$ cat src/rtl/vec_alu_ctrl_pkg.sv
// Shared codes and types for the vector ALU controller and its field decoder.
// Optional vfmadd support is enabled by defining VEC_ALU_CTRL_FMADD_EN.
package vec_alu_ctrl_pkg;

  localparam logic [2:0] ALU_ADD = 3'b000;
  localparam logic [2:0] ALU_SUB = 3'b001;
  localparam logic [2:0] ALU_SLL = 3'b010;
  localparam logic [2:0] ALU_SLT = 3'b011;
  localparam logic [2:0] ALU_SRL = 3'b100;
  localparam logic [2:0] ALU_XOR = 3'b101;
  localparam logic [2:0] ALU_OR  = 3'b110;
  localparam logic [2:0] ALU_AND = 3'b111;

  localparam logic [1:0] BR_NONE = 2'b00;
  localparam logic [1:0] BR_EQ   = 2'b01;
  localparam logic [1:0] BR_LT   = 2'b10;
  localparam logic [1:0] BR_GE   = 2'b11;

  localparam logic [1:0] DSP_ADD = 2'b00;
  localparam logic [1:0] DSP_MUL = 2'b01;
  localparam logic [1:0] DSP_SUB = 2'b11;

  localparam logic [2:0] F3_VADD   = 3'b000;
  localparam logic [2:0] F3_VSUB   = 3'b000;
  localparam logic [2:0] F3_VMUL   = 3'b001;
  localparam logic [2:0] F3_VFMADD = 3'b011;

  localparam logic [6:0] F7_VADD   = 7'b0000000;
  localparam logic [6:0] F7_VSUB   = 7'b0000100;
  localparam logic [6:0] F7_VMUL   = 7'b1000000;
  localparam logic [6:0] F7_VFMADD = 7'b1000011;

  typedef enum logic [1:0] {
    IDLE,
    SCALAR,
`ifdef VEC_ALU_CTRL_FMADD_EN
    VEC,
    VEC_ACC
`else
    VEC
`endif
  } state_t;

  // funct3 to ALU control for register/immediate arithmetic
  function automatic logic [2:0] f3_to_alu(input logic [2:0] f3);
    case (f3)
      3'b000:  return ALU_ADD;
      3'b001:  return ALU_SLL;
      3'b010:  return ALU_SUB;
      3'b011:  return ALU_SLT;
      3'b100:  return ALU_XOR;
      3'b101:  return ALU_SRL;
      3'b110:  return ALU_OR;
      default: return ALU_AND;
    endcase
  endfunction

endpackage

$ cat src/rtl/vec_alu_ctrl_field_decode.sv
// Pure combinational decode of alu_op/funct3/funct7 into scalar and vector controls.
// vfmadd is recognised only when VEC_ALU_CTRL_FMADD_EN is defined.
module alu_field_decode
  import vec_alu_ctrl_pkg::*;
(
  input  logic [2:0] alu_op,
  input  logic [2:0] funct3,
  input  logic [6:0] funct7,
  output logic [2:0] alu_ctrl_c,
  output logic [1:0] branch_op_c,
  output logic       sltc_c,
  output logic [1:0] op_dsp_c,
  output logic       fmadd_c,
  output logic       illegal_c
);

  always_comb begin
    alu_ctrl_c  = ALU_ADD;
    branch_op_c = BR_NONE;
    sltc_c      = 1'b0;
    op_dsp_c    = DSP_ADD;
    fmadd_c     = 1'b0;
    illegal_c   = 1'b0;
    if (!alu_op[2]) begin
      if (alu_op[1:0] == 2'b10 && funct3 == 3'b000 && funct7[5]) alu_ctrl_c = ALU_SUB;
      else if (alu_op[1])                                          alu_ctrl_c = f3_to_alu(funct3);
      else if (!alu_op[0])                                         alu_ctrl_c = ALU_ADD;
      else alu_ctrl_c = (funct3[2:1] == 2'b11) ? ALU_SLT : ALU_SUB;

      sltc_c = alu_op[1] & (funct3[2:1] == 2'b01);
      if (sltc_c) begin
        branch_op_c = BR_LT;
      end else if (alu_op[1:0] == 2'b01) begin
        if (funct3[2])             branch_op_c = funct3[0] ? BR_GE : BR_LT;
        else if (funct3 == 3'b001) branch_op_c = BR_EQ;
      end
    end else begin
      case ({funct3, funct7})
        {F3_VADD, F7_VADD}: op_dsp_c = DSP_ADD;
        {F3_VSUB, F7_VSUB}: op_dsp_c = DSP_SUB;
        {F3_VMUL, F7_VMUL}: op_dsp_c = DSP_MUL;
`ifdef VEC_ALU_CTRL_FMADD_EN
        {F3_VFMADD, F7_VFMADD}: begin
          op_dsp_c = DSP_MUL;
          fmadd_c  = 1'b1;
        end
`endif
        default: illegal_c = 1'b1;
      endcase
    end
  end

endmodule

$ cat src/rtl/vec_alu_ctrl.sv
// Vector ALU controller: accepts one decoded request and emits its output beats.
// Define VEC_ALU_CTRL_FMADD_EN to enable two-pass vfmadd sequencing (VEC_ACC).
module vec_alu_ctrl
  import vec_alu_ctrl_pkg::*;
#(
  parameter  int unsigned LANES       = 4,
  parameter  int unsigned ISSUE_LANES = 2,
  localparam int unsigned NUM_BEATS   = (LANES + ISSUE_LANES - 1) / ISSUE_LANES,
  localparam int unsigned BEAT_W      = (NUM_BEATS > 1) ? $clog2(NUM_BEATS) : 1
) (
  input  logic              clk,
  input  logic              rst_n,
  input  logic              flush,
  input  logic              in_valid,
  output logic              in_ready,
  input  logic [2:0]        alu_op,
  input  logic [2:0]        funct3,
  input  logic [6:0]        funct7,
  output logic              out_valid,
  input  logic              out_ready,
  output logic [2:0]        alu_ctrl,
  output logic [1:0]        branch_op,
  output logic              sltc,
  output logic [1:0]        op_dsp,
  output logic [LANES-1:0]  lane_mask,
  output logic [BEAT_W-1:0] beat,
  output logic              pass,
  output logic              last,
  output logic              illegal
);

  localparam logic [BEAT_W-1:0] LAST_BEAT = BEAT_W'(NUM_BEATS - 1);

  // Lanes covered by issue beat k
  function automatic logic [LANES-1:0] beat_mask(input logic [BEAT_W-1:0] k);
    logic [LANES-1:0] m;
    int unsigned      lo;
    lo = 32'(k) * ISSUE_LANES;
    for (int unsigned i = 0; i < LANES; i++) m[i] = (i >= lo) && (i < lo + ISSUE_LANES);
    return m;
  endfunction

  state_t            state_q, state_d;
  logic              rst_done_q;
  logic              vfm_q, vfm_d;
  logic              out_valid_d, sltc_d, pass_d, last_d, illegal_d;
  logic [2:0]        alu_ctrl_d;
  logic [1:0]        branch_op_d, op_dsp_d;
  logic [LANES-1:0]  lane_mask_d;
  logic [BEAT_W-1:0] beat_d, nxt_beat_c;
  logic              fire_c, finish_c;

  logic [2:0] dec_alu_ctrl;
  logic [1:0] dec_branch_op, dec_op_dsp;
  logic       dec_sltc, dec_fmadd, dec_illegal;

  alu_field_decode u_decode (
    .alu_op      (alu_op),
    .funct3      (funct3),
    .funct7      (funct7),
    .alu_ctrl_c  (dec_alu_ctrl),
    .branch_op_c (dec_branch_op),
    .sltc_c      (dec_sltc),
    .op_dsp_c    (dec_op_dsp),
    .fmadd_c     (dec_fmadd),
    .illegal_c   (dec_illegal)
  );

  assign fire_c     = out_valid & out_ready;
  assign nxt_beat_c = beat + BEAT_W'(1);
  assign in_ready   = rst_done_q & ~flush & ((state_q == IDLE) | (fire_c & last));

  // Next state and next registered outputs
  always_comb begin
    state_d     = state_q;
    vfm_d       = vfm_q;
    out_valid_d = out_valid;
    alu_ctrl_d  = alu_ctrl;
    branch_op_d = branch_op;
    sltc_d      = sltc;
    op_dsp_d    = op_dsp;
    lane_mask_d = lane_mask;
    beat_d      = beat;
    pass_d      = pass;
    last_d      = last;
    illegal_d   = illegal;
    finish_c    = 1'b0;

    if (!flush) begin
      case (state_q)
        SCALAR: if (fire_c) finish_c = 1'b1;
        VEC: begin
          if (fire_c) begin
            if (last) begin
              finish_c = 1'b1;
`ifdef VEC_ALU_CTRL_FMADD_EN
            end else if (vfm_q) begin
              state_d  = VEC_ACC;
              pass_d   = 1'b1;
              op_dsp_d = DSP_ADD;
              last_d   = (beat == LAST_BEAT);
`endif
            end else begin
              beat_d      = nxt_beat_c;
              lane_mask_d = beat_mask(nxt_beat_c);
              last_d      = (nxt_beat_c == LAST_BEAT) & ~vfm_q;
            end
          end
        end
`ifdef VEC_ALU_CTRL_FMADD_EN
        VEC_ACC: begin
          if (fire_c) begin
            if (last) begin
              finish_c = 1'b1;
            end else begin
              state_d     = VEC;
              beat_d      = nxt_beat_c;
              lane_mask_d = beat_mask(nxt_beat_c);
              pass_d      = 1'b0;
              op_dsp_d    = DSP_MUL;
              last_d      = 1'b0;
            end
          end
        end
`endif
        default: ;
      endcase
    end

    if (flush || finish_c) begin
      state_d     = IDLE;
      vfm_d       = 1'b0;
      out_valid_d = 1'b0;
      alu_ctrl_d  = '0;
      branch_op_d = '0;
      sltc_d      = 1'b0;
      op_dsp_d    = '0;
      lane_mask_d = '0;
      beat_d      = '0;
      pass_d      = 1'b0;
      last_d      = 1'b0;
      illegal_d   = 1'b0;
    end

    // New request; in_ready already excludes flush
    if (in_ready && in_valid) begin
      out_valid_d = 1'b1;
      alu_ctrl_d  = '0;
      branch_op_d = '0;
      sltc_d      = 1'b0;
      op_dsp_d    = DSP_ADD;
      lane_mask_d = '0;
      beat_d      = '0;
      pass_d      = 1'b0;
      last_d      = 1'b1;
      illegal_d   = 1'b0;
      vfm_d       = 1'b0;
      if (!alu_op[2]) begin
        state_d     = SCALAR;
        alu_ctrl_d  = dec_alu_ctrl;
        branch_op_d = dec_branch_op;
        sltc_d      = dec_sltc;
      end else if (dec_illegal) begin
        state_d   = VEC;
        illegal_d = 1'b1;
      end else begin
        state_d     = VEC;
        op_dsp_d    = dec_op_dsp;
        lane_mask_d = beat_mask('0);
        last_d      = (NUM_BEATS == 1) & ~dec_fmadd;
        vfm_d       = dec_fmadd;
      end
    end
  end

  always_ff @(posedge clk or negedge rst_n) begin
    if (!rst_n) begin
      state_q    <= IDLE;
      rst_done_q <= 1'b0;
      vfm_q      <= 1'b0;
      out_valid  <= 1'b0;
      alu_ctrl   <= '0;
      branch_op  <= '0;
      sltc       <= 1'b0;
      op_dsp     <= '0;
      lane_mask  <= '0;
      beat       <= '0;
      pass       <= 1'b0;
      last       <= 1'b0;
      illegal    <= 1'b0;
    end else begin
      state_q    <= state_d;
      rst_done_q <= 1'b1;
      vfm_q      <= vfm_d;
      out_valid  <= out_valid_d;
      alu_ctrl   <= alu_ctrl_d;
      branch_op  <= branch_op_d;
      sltc       <= sltc_d;
      op_dsp     <= op_dsp_d;
      lane_mask  <= lane_mask_d;
      beat       <= beat_d;
      pass       <= pass_d;
      last       <= last_d;
      illegal    <= illegal_d;
    end
  end

endmodule

$ cat config.mk
export PLATFORM = sky130hd
export DESIGN_NAME = vec_alu_ctrl
export DESIGN_NICKNAME = d
export VERILOG_FILES = /design/src/rtl/vec_alu_ctrl_pkg.sv /design/src/rtl/vec_alu_ctrl_field_decode.sv /design/src/rtl/vec_alu_ctrl.sv
export SDC_FILE = /design/constraint.sdc
export NUM_CORES = 1
export LEC_CHECK = 0
export CAP_MARGIN = 20
export CORE_UTILIZATION = 50
export DETAILED_ROUTE_END_ITERATION = 16
export DONT_BUFFER_PORTS = 1
export GPL_TIMING_DRIVEN = 0
export PLACE_DENSITY = 0.67
export SKIP_LAST_GASP = 1
export SYNTH_ARGS = -nofsm -noshare
export SYNTH_HDL_FRONTEND = slang
export SYNTH_SLANG_ARGS = --single-unit
$ cat constraint.sdc
create_clock -name clk -period 2.25 [get_ports clk]
set_input_delay 0.5625 -clock clk [delete_from_list [all_inputs] [get_ports clk]]
set_output_delay 0.5625 -clock clk [all_outputs]
set_load 0.05 [all_outputs]
# [Yosys cells after proc, flatten, opt, wreduce, memory -nomap -nowiden]
# Index checks and enable logic that the tools add are counted.
[word_totals] reg_bits=20 wordCells=122
[classes] n_lt_le_gt_ge=8 mux=58 bitwise=9 reduce_logical=17 eq_ne=16 addsub=2
[ops] op="1-bit by 32-bit < comparator with 1-bit output, first input constant" count=2
[ops] op="2-bit by 32-bit < comparator with 1-bit output, first input constant" count=1
[ops] op="1-bit 2-to-1 mux" count=29
[ops] op="2-bit 2-to-1 mux" count=14
[ops] op="4-bit 2-to-1 mux" count=6
[ops] op="3-bit one-hot mux with 7 select lines" count=1
[ops] op="3-bit 2-to-1 mux" count=6
[ops] op="10-bit by 3-bit equality test with 1-bit output, second input constant" count=1
[ops] op="10-bit by 8-bit equality test with 1-bit output, second input constant" count=1
[ops] op="10-bit logical NOT" count=1
[ops] op="3-bit equality test, second input constant" count=3
[ops] op="1-bit logical AND" count=7
[ops] op="1-bit bitwise AND" count=6
[ops] op="2-bit by 1-bit equality test with 1-bit output, second input constant" count=3
[ops] op="2-bit equality test, second input constant" count=3
[ops] op="3-bit by 2-bit equality test with 1-bit output, second input constant" count=2
[ops] op="3-bit by 1-bit inequality test with 1-bit output, second input constant" count=2
[ops] op="3-bit nonzero test" count=2
[ops] op="1-bit by 2-bit >= comparator with 1-bit output, first input constant" count=2
[ops] op="2-bit >= comparator, first input constant" count=2
[ops] op="2-bit one-hot mux with 2 select lines" count=1
[ops] op="4-bit AND reduction" count=1
[ops] op="2-bit by 2-bit adder with 3-bit output, second input constant" count=1
[ops] op="3-bit by 1-bit equality test with 1-bit output, second input constant" count=1
[ops] op="other kinds (11)" count=12

# [Depth between registers and ports, before layout]
# Gate-level depths: netlist of the first run.
[logic_depth] word_depth=10 mapped_depth=8 ltp_nobuf=7

# [Cells and area by module]
# Synthesis of the first run repeated with hierarchy kept, for this count alone.
[hier_totals] cells_unflattened=92 area_unflattened_um2=984.7
[modules_own_cells] mod="vec_alu_ctrl" area_per_inst_um2=795.8 instances=1 cells_each=60
[modules_own_cells] mod="alu_field_decode" area_per_inst_um2=188.9 instances=1 cells_each=32

# [Least setup slack after synthesis of the first run]
# OpenSTA, ideal clock, no wires.
[synth_path] kind="reg2out" startpoint="register last" endpoint="output port in_ready" required_ps=1688 n_path_buf=0 stages_incl_launch_ff=3 arrival_ps=2038 setup_slack_ps=-350 path_cell_list="dfrtp_1 a31oi_1 nor3b_1"
[synth_via] elab_chain_len=3
[synth_lines] item="from (decl)" line="vec_alu_ctrl.sv:28" source="output logic last,"
[synth_lines] item="from (signal assigned)" line="vec_alu_ctrl.sv:203" source="last <= last_d;"
[synth_lines] item="1-bit bitwise AND" line="vec_alu_ctrl.sv:71" source="assign in_ready = rst_done_q & ~flush & ((state_q == IDLE) | (fire_c & last));"
[synth_lines] item="1-bit bitwise OR" line="vec_alu_ctrl.sv:71"
[synth_lines] item="1-bit bitwise AND" line="vec_alu_ctrl.sv:71"
[synth_lines] item="to (decl)" line="vec_alu_ctrl.sv:15" source="output logic in_ready,"
# No other way between the ends.

# [Final worst setup path of the first run]
# Ends and elaborated chain as after synthesis.

==> flow_summary.toml, run 1 <==
[global_routing]
overflow = 0
grt_use_total = 0.199
grt_pass1_vias = 643
grt_util_met3 = 0.0980
gr-usage-met2 = 0.326
busiest_layer = "met2"
grt_first_pass_wirelength_um = 2800
grt_util_met1 = 0.239
antenna_found_initial = 0
grt_start_max_net_pins = 17

[power_and_ir_drop]
power.density_nw_per_um2 = 624
p_leak_nw = 0.441
vdd.ir_drop.worst_v = 0.000352

[layout]
diodes = 0
fill_cells = 135
nets = 116
stdcell_count = 110
drive_gt1_frac = 0.213
area_delta_synth_final_pct = 9.75

[setup_path]
crit_type = "reg -> out"
crit_chain = "a31oi_2 -> nor3b_4"
critPathSlowestCell = "dfrtp_2"
end_kind = "output pin"
crit_buf_inv = 0
critPathMaxFanout = 6
arrival_ps = 1610
critPathTopFamily = "flip-flops"
start_kind = "flip-flop"
worst-endpoint-required_ps = 1690
cpPeakStageDelay_ps = 580

[run]
drv_cap = 0

[clock_network]
tritoncts = "built"
cts_root_buffer = "clkbuf_4"
cts_sinks = 16
clk_latency_ps = 290
post_cts_buffers = 0
cts_buffer_depth = 2
cts_buffers = 3
ctsHtreeMaxLevel = 1
clk_pin_slew_ps = 90

[drt]
drt-total-wl_um = 1680
remaining_drc_errors = 5
firstDrtPassIters = 10
wire_per_inst_um = 15.3
ant_nets = 0
drtIter0Drc = 11
via_per_inst = 6.06
via_count = 667

[floorplanning]
core_um2 = 1580
die-height_um = 44.1
die_w_um = 44.1
num_io_pins = 36
initial_utilization = 0.562
row_count = 14
die_area_um2 = 1940

[logic_synthesis]
ys_types = 34
synth_xor_xnor_area_share = 0.00989
synthAdderAreaFrac = 0.0424
synthMuxAreaShare = 0.0127
async_flop_share = 1.00
synth_top_family_by_area = "simple AND/OR/NAND/NOR gates"
netlist_area_um2 = 886
syn_inst = 89
yosys.area_share.simple = 0.205
syn_avg_cell_area_um2 = 9.95
synth_edf_count = 0
synth_nets = 110
synth_compound_area_frac = 0.199
ys_seq_area_frac = 0.452
synth_ff_type = "dfrtp_1"
synth-seq-cells = 16
yosysWarningCount = 0

[sta]
tightest_slew_ps = 690
relSlewSlack = 0.538
setup_viol = 0
drv_slew = 0
fmaxAchievable_mhz = 460
final_hold_viol_count = 0
min_period_ps = 2180
fin_setup_tns_ps = 0
fin_crit_sh = 0.967
finalClockSkew_ps = 5.21
rsz0062_at_grt = "no"

[hold_path]
hp-class = "in -> reg"

[placed_design]
port_buffers = 0
gp_congestion = 0.783
dp_hpwl_um = 1310
dpl.cell_count = 105

[run_status]
status = "finished with violations"
violations = "DRC"
## Yosys cell counts (2+ instances only)
master	number	share of area
a32o_1	4	0.045
buf_4	4	0.034
dfrtp_1	16	0.45
a21oi_1	4	0.023
a31oi_1	2	0.014
buf_2	2	0.011
a22o_1	2	0.020
nand3b_1	2	0.017
inv_1	5	0.021
o21ai_0	7	0.040
nor2_1	7	0.030
ha_1	3	0.042
conb_1	2	0.0085
nand2_1	9	0.038
## layer usage
metal	wire, um	share of wire
met1	701	0.42
met2	828	0.49
met3	154	0.091
met4	0	0
met5	0	0
## cell type report
class                   count  area (um2)  share of cell area
plain buffers               7        43.8              0.0450
inverters                   5        18.8              0.0193
repair buffers              1        10.0              0.0103
multi-input cells          61         440               0.453
flip-flops and latches     16         403               0.414
clock buffers               4        36.3              0.0373
well taps                  16        20.0              0.0206
## final timing paths
kind	startpoint	endpoint	slack, ps	depth (start not counted)
max	last	in_ready	70	2
min	alu_op[2]	illegal	410	1
max reg2reg	last	lane_mask[1]	340	6
min reg2reg	state_q[1]	state_q[1]	620	2
max in group asynchronous	rst_n	out_valid	1010	1
min in group asynchronous	rst_n	lane_mask[2]	750	1
## where the power goes
group / switching (mW) / total, mW / internal (mW)
sequential: 0.0413 / 0.340 / 0.299
clock: 0.0847 / 0.183 / 0.0986
combinational: 0.0520 / 0.0836 / 0.0316
## state kept, by name (all words and copies together) (netlist names)
register,cells
alu_ctrl,3
branch_op,2
lane_mask,2
op_dsp,2
state_q,2
illegal,1
last,1
out_valid,1
rst_done_q,1
sltc,1
## kinds of logic (layout without fill, tap and decap cells)
family                     after synthesis  in the layout
other                                    2              2
AOI/OAI and AO/OA                       25             25
DFF                                     16             16
and+or+nand+nor                         29             29
xor gates and xnor gates                 1              1
adders and majority gates                3              3
muxes                                    1              1
buffers and inverters                   12             17
## repair_timing
action	in CTS	in global routing
pin swaps	0	1
resized for setup	3	1
endpoints found under the hold margin	16	0
hold buffers	1	0
endpoints found under the setup margin	1	1
cloned	0	0
## worst register-to-register path: stages, from the launching register on
cell and delay, ps:
dfrtp_2 580, a31oi_2 200, nand4bb_1 350, and2_1 220
buf_2 180, o31a_1 120, o32a_1 150
## cell usage in the layout (no fill, tap or decap), drive strengths merged, types with 3 or more instances in the layout
cell type	n
clkbuf	4
o21ai	7
inv	5
a32o	4
nor2	7
a21oi	4
dfrtp	16
ha	3
buf	7
nand2	9
## metrics by stage
stage	hold slack [ps]	utilization	instance area (um2)	power, mW	worst slack (ps)
floorplan	267	-	891	0.406	123
finish	406	0.617	972	0.607	73.8
global route	392	0.617	972	0.639	0.361
global placement	267	0.578	911	0.417	58.3
CTS	399	0.613	966	0.614	55.5
detailed placement	267	0.578	911	0.419	22.1
No activity file was read; power rests on OpenSTA's default activity.
==> run 2, diff against run 1 <==
--- a/config.mk
+++ b/config.mk
@@ -14,4 +14,5 @@
 export SKIP_LAST_GASP = 1
 export SYNTH_ARGS = -nofsm -noshare
 export SYNTH_HDL_FRONTEND = slang
+export SYNTH_HIERARCHICAL = 1
 export SYNTH_SLANG_ARGS = --single-unit
==> run 2 against run 1 <==
Register-to-register slack better by 100 ps. Largest power group unchanged. Power down 1.8%. The flow now finishes without violations. Critical path type unchanged. Via count rose by 6.1%.
==> flow_summary.toml, run 2 <==
[run_status]
status = "complete, no violations"

[sta]
drv_slew = 0
relSlewSlack = 0.494
fin_crit_sh = 0.967
holdWs_ps = 411
tightest_slew_ps = 756
finalClockSkew_ps = 3.95
final_hold_viol_count = 0
setup_viol = 0
fin_setup_tns_ps = 0
min_period_ps = 2180
fmaxAchievable_mhz = 460

[logic_synthesis]
synth_most_common_cell = "dfrtp_1"
synth_top_area_share = 0.432
ys_types = 39
syn_avg_cell_area_um2 = 10.7
async_flop_share = 1.00
synth_area_leaders = "dfrtp_1, a22o_1, buf_4"
syn_inst = 92
synth_edf_count = 0
synth-seq-cells = 17
synth_nets = 113
ys_top_cells_by_count = "dfrtp_1, a22o_1, buf_4"
ys_seq_area_frac = 0.432
yosys.area.top_type = "dfrtp_1"
netlist_area_um2 = 985
synth_ff_type = "dfrtp_1"
yosysWarningCount = 6

[power_and_ir_drop]
power.density_nw_per_um2 = 555
p_seq_frac = 0.582
p_sw_frac = 0.294
p_int_mw = 0.421
total_power_mw = 0.596
clock_power_share = 0.273
vdd.ir_drop.worst_v = 0.000325
p_leak_nw = 0.497
p_comb_frac = 0.145
switching_power_mw = 0.175

[layout]
diodes = 0
layout_commonest_cell = "dfrtp_1"
largest_reg_flops = 3
final_util = 0.603
design_area_um2 = 1070
drive_gt1_frac = 0.247
mostFrequentLayoutCells = "dfrtp_1, a22o_1, buf_4"
area_delta_synth_final_pct = 9.15
regMostFlops = "alu_ctrl"
nets = 119

[drt]
wire_per_inst_um = 15.3
via_count = 708
firstDrtPassIters = 4
drtIter0Drc = 5
via_per_inst = 5.80
drt-total-wl_um = 1860
ant_nets = 0
remaining_drc_errors = 0

[floorplanning]
die_w_um = 46.4
die-height_um = 46.4
core_um2 = 1780
initial_utilization = 0.552
row_count = 15
die_area_um2 = 2150
num_io_pins = 36

[setup_path]
critPathMaxFanout = 5
end_kind = "output pin"
arrival_ps = 1610
crit_type = "reg -> out"
rrSetupSlack_ps = 440
start_kind = "flip-flop"
worst-endpoint-required_ps = 1690

[global_routing]
grt_start_max_net_pins = 18
grt_first_pass_wirelength_um = 3030
antenna_found_initial = 0
overflow = 0
grt_use_total = 0.203
grt_pass1_vias = 698

[clock_network]
cts_root_buffer = "clkbuf_4"
post_cts_buffers = 0
clk_pin_slew_ps = 100
tritoncts = "built"
cts_buffer_depth = 2
clk_latency_ps = 290
cts_buffers = 3
ctsHtreeMaxLevel = 1
cts_sinks = 17

[placed_design]
gp_congestion = 0.734
port_buffers = 0
placed_area_um2 = 1020
dp_hpwl_um = 1380

[run]
drv_cap = 0

[hold_path]
hp-class = "in -> reg"
-- run 2: changes by cell type in the layout (fill, tap and decap cells not counted), moves of 2 or more --
cell	change
o21ai_0	-5
a22o_1	+8
inv_1	-2
nand2_1	-5
a21o_2	+2
nor2_1	-3
buf_2	-2
a32o_1	-4
-- run 2: logic make-up after synthesis --
logic type / after synthesis / synth area share
other: 3 / 0.0114
adder cells (fa/ha/maj): 3 / 0.0381
AO/OA/AOI/OAI: 27 / 0.217
AND/OR/NAND/NOR: 31 / 0.220
flip-flops: 17 / 0.432
XOR/XNOR: 1 / 0.00890
buffers and inverters: 9 / 0.0610
multiplexers: 1 / 0.0114
-- run 2: worst paths after layout --
kind | startpoint | end | cells after the start
min in group asynchronous | rst_n | out_valid | 1
max in group asynchronous | rst_n | last | 1
max reg2reg | state_q[0] | op_dsp[1] | 7
max | last | in_ready | 2
min reg2reg | state_q[0] | state_q[0] | 1
min | alu_op[2] | state_q[1] | 1
-- run 2: power by group through the flow --
| stage | registers, mW | logic (mW) | clock network (mW) |
|---|---|---|---|
| finish | 0.347 | 0.0861 | 0.163 |
| global route | 0.349 | 0.0955 | 0.181 |
| CTS | 0.346 | 0.0849 | 0.165 |
| detailed placement | 0.351 | 0.0753 | 0 |
| global placement | 0.350 | 0.0738 | 0 |
| floorplan | 0.348 | 0.0669 | 0 |
-- run 2: final cells by class --
cell class,instances,area (um2)
fill,161,708
multi-input combinational,66,519
sequential,17,428
buffer,6,48.8
tap,25,31.3
clock buffer,4,26.3
inverter,3,11.3
timing repair buffer,1,10.0
-- run 2: critical path, cell delays in order (launching register included) --
cell     delay [ps]
dfrtp_2         590
a31oi_4         190
nor3b_4         540
-- run 2: through the flow --
stage	worst slack (ps)	std cells
4_1_cts	42.5	122
2_1_floorplan	65.3	92
5_1_grt	-4.44	122
3_3_place_gp	13.5	117
6_report	73.8	122
3_5_place_dp	-14.9	117
-- run 2: repair_timing --
item	in CTS	in global routing
pin swaps	0	1
hold buffers	1	0
endpoints found under the hold margin	17	0
resized for setup	3	1
setup endpoints to repair	1	1
-- run 2: layer usage --
layer / global-route usage / wire [um] / part of all wire
met4: 0.118 / 21 / 0.011
met5: 0 / 0 / 0
met3: 0.0392 / 105 / 0.056
met1: 0.281 / 833 / 0.45
met2: 0.292 / 901 / 0.48
==> run 3, diff against run 2 <==
--- a/config.mk
+++ b/config.mk
@@ -6,6 +6,7 @@
 export NUM_CORES = 1
 export LEC_CHECK = 0
 export CAP_MARGIN = 20
+export CORE_MARGIN = 4
 export CORE_UTILIZATION = 50
 export DETAILED_ROUTE_END_ITERATION = 16
 export DONT_BUFFER_PORTS = 1
==> run 3 against run 2 <==
Sequential power about the same. Clock skew decreased by 0.74 ps. Global-route usage down 5.0 points. Largest power group unchanged.
==> flow_summary.toml, run 3 (synthesis results as in run 2) <==
[run_status]
status = "complete, no violations"

[power_and_ir_drop]
p_comb_frac = 0.146
vdd.ir_drop.worst_v = 0.000240
p_int_mw = 0.421
total_power_mw = 0.594
p_sw_frac = 0.291
power.density_nw_per_um2 = 553
p_seq_frac = 0.584
switching_power_mw = 0.173
clock_power_share = 0.270
p_leak_nw = 0.497

[clock_network]
ctsHtreeMaxLevel = 1
tritoncts = "built"
clk_pin_slew_ps = 90
clk_latency_ps = 290
cts_buffer_depth = 2
cts_sinks = 17
post_cts_buffers = 0
cts_root_buffer = "clkbuf_4"
cts_buffers = 3

[sta]
setup_viol = 0
relSlewSlack = 0.490
tightest_slew_ps = 762
min_period_ps = 2170
final_hold_viol_count = 0
fmaxAchievable_mhz = 462
worst_slack_ps = 84.7
drv_slew = 0
rsz0062_at_grt = "no"
fin_crit_sh = 0.962
fin_setup_tns_ps = 0
finalClockSkew_ps = 3.21

[placed_design]
placed_area_um2 = 1020
gp_congestion = 0.689
port_buffers = 0
dp_hpwl_um = 1480
pre_cts_ws_ps = -17.5

[setup_path]
end_kind = "output pin"
crit_type = "reg -> out"
arrival_ps = 1600
critPathMaxFanout = 3
critPathSlowestCell = "nor3b_4"
start_kind = "flip-flop"
crit_chain = "inv_1 -> ha_1 -> a31oi_4 -> nor3b_4"
worst-endpoint-required_ps = 1690
cpPeakStageDelay_ps = 540

[global_routing]
grt_pass1_vias = 682
grt_start_max_net_pins = 18
antenna_found_initial = 0
grt_first_pass_wirelength_um = 3040
grt_use_total = 0.153
overflow = 0

[layout]
largest_reg_flops = 3
diodes = 0
mostFrequentLayoutCells = "dfrtp_1, a22o_1, buf_4"
area_delta_synth_final_pct = 9.15
regMostFlops = "alu_ctrl"
layout_commonest_cell = "dfrtp_1"
drive_gt1_frac = 0.247
fill_cells = 164
design_area_um2 = 1070
nets = 119

[drt]
via_count = 719
wire_per_inst_um = 15.9
via_per_inst = 5.89
drtIter0Drc = 6
drt-total-wl_um = 1940
remaining_drc_errors = 0
firstDrtPassIters = 4
ant_nets = 0

[floorplanning]
die-height_um = 52.4
core_um2 = 1800
die_area_um2 = 2740
num_io_pins = 36
row_count = 15
initial_utilization = 0.547
die_w_um = 52.4

[hold_path]
hp-class = "in -> reg"

[run]
drv_cap = 0
[run 3: cell counts in the layout (fill, tap and decap cells not counted)]
Identical to the previous run, type by type.
[run 3: power by group through the flow]
stage	registers, mW	logic, mW	clock network, mW
floorplan	0.348	0.0669	0
global route	0.348	0.0945	0.178
global placement	0.351	0.0738	0
detailed placement	0.351	0.0763	0
finish	0.347	0.0867	0.160
CTS	0.346	0.0856	0.163
[run 3: worst paths after layout]
kind,start,endpoint,slack (ps),cells after the start
max in group asynchronous,rst_n,last,950,1
min in group asynchronous,rst_n,sltc,780,1
setup reg to reg,state_q[0],alu_ctrl[2],400,7
setup / recovery,state_q[0],in_ready,80,4
hold / removal,alu_op[2],state_q[1],410,1
hold reg to reg,vfm_q,vfm_q,520,1
[run 3: through the flow]
step | hold WS (ps) | cells | util
after floorplan | 267 | 92 | -
after global placement | 267 | 117 | 0.567
after detailed placement | 267 | 117 | 0.567
after CTS | 408 | 122 | 0.592
after global routing | 394 | 122 | 0.597
final | 410 | 122 | 0.597
[run 3: what timing repair did]
item	4_1_cts	5_1_grt
endpoints found under the setup margin	1	1
pin swaps	1	1
hold buffers	1	0
gates resized for setup	3	1
endpoints found under the hold margin	17	0
[run 3: worst max-delay path: cells and delay by family, from the launching register on]
kind | cells | cell delay [ps]
adders and majority gates | 1 | 200
DFF | 1 | 410
and+or+nand+nor | 1 | 540
AOI/OAI and AO/OA | 1 | 70
buffers and inverters | 1 | 90
[run 3: final cells by class]
type / count / area (um2) / area share
inverter: 3 / 11.3 / 0.0105
timing repair buffer: 1 / 10.0 / 0.00931
clock buffer: 4 / 26.3 / 0.0244
buffer: 6 / 48.8 / 0.0454
sequential: 17 / 428 / 0.398
tap: 25 / 31.3 / 0.0291
multi-input combinational: 66 / 519 / 0.483
[run 3: routing by layer]
metal | global-route usage | part of all wire | vias to the layer above
li1 | - | - | 345
met1 | 0.181 | 0.42 | 335
met2 | 0.238 | 0.45 | 34
met3 | 0.0541 | 0.096 | 5
met4 | 0.0894 | 0.025 | 0
met5 | 0 | 0 | -
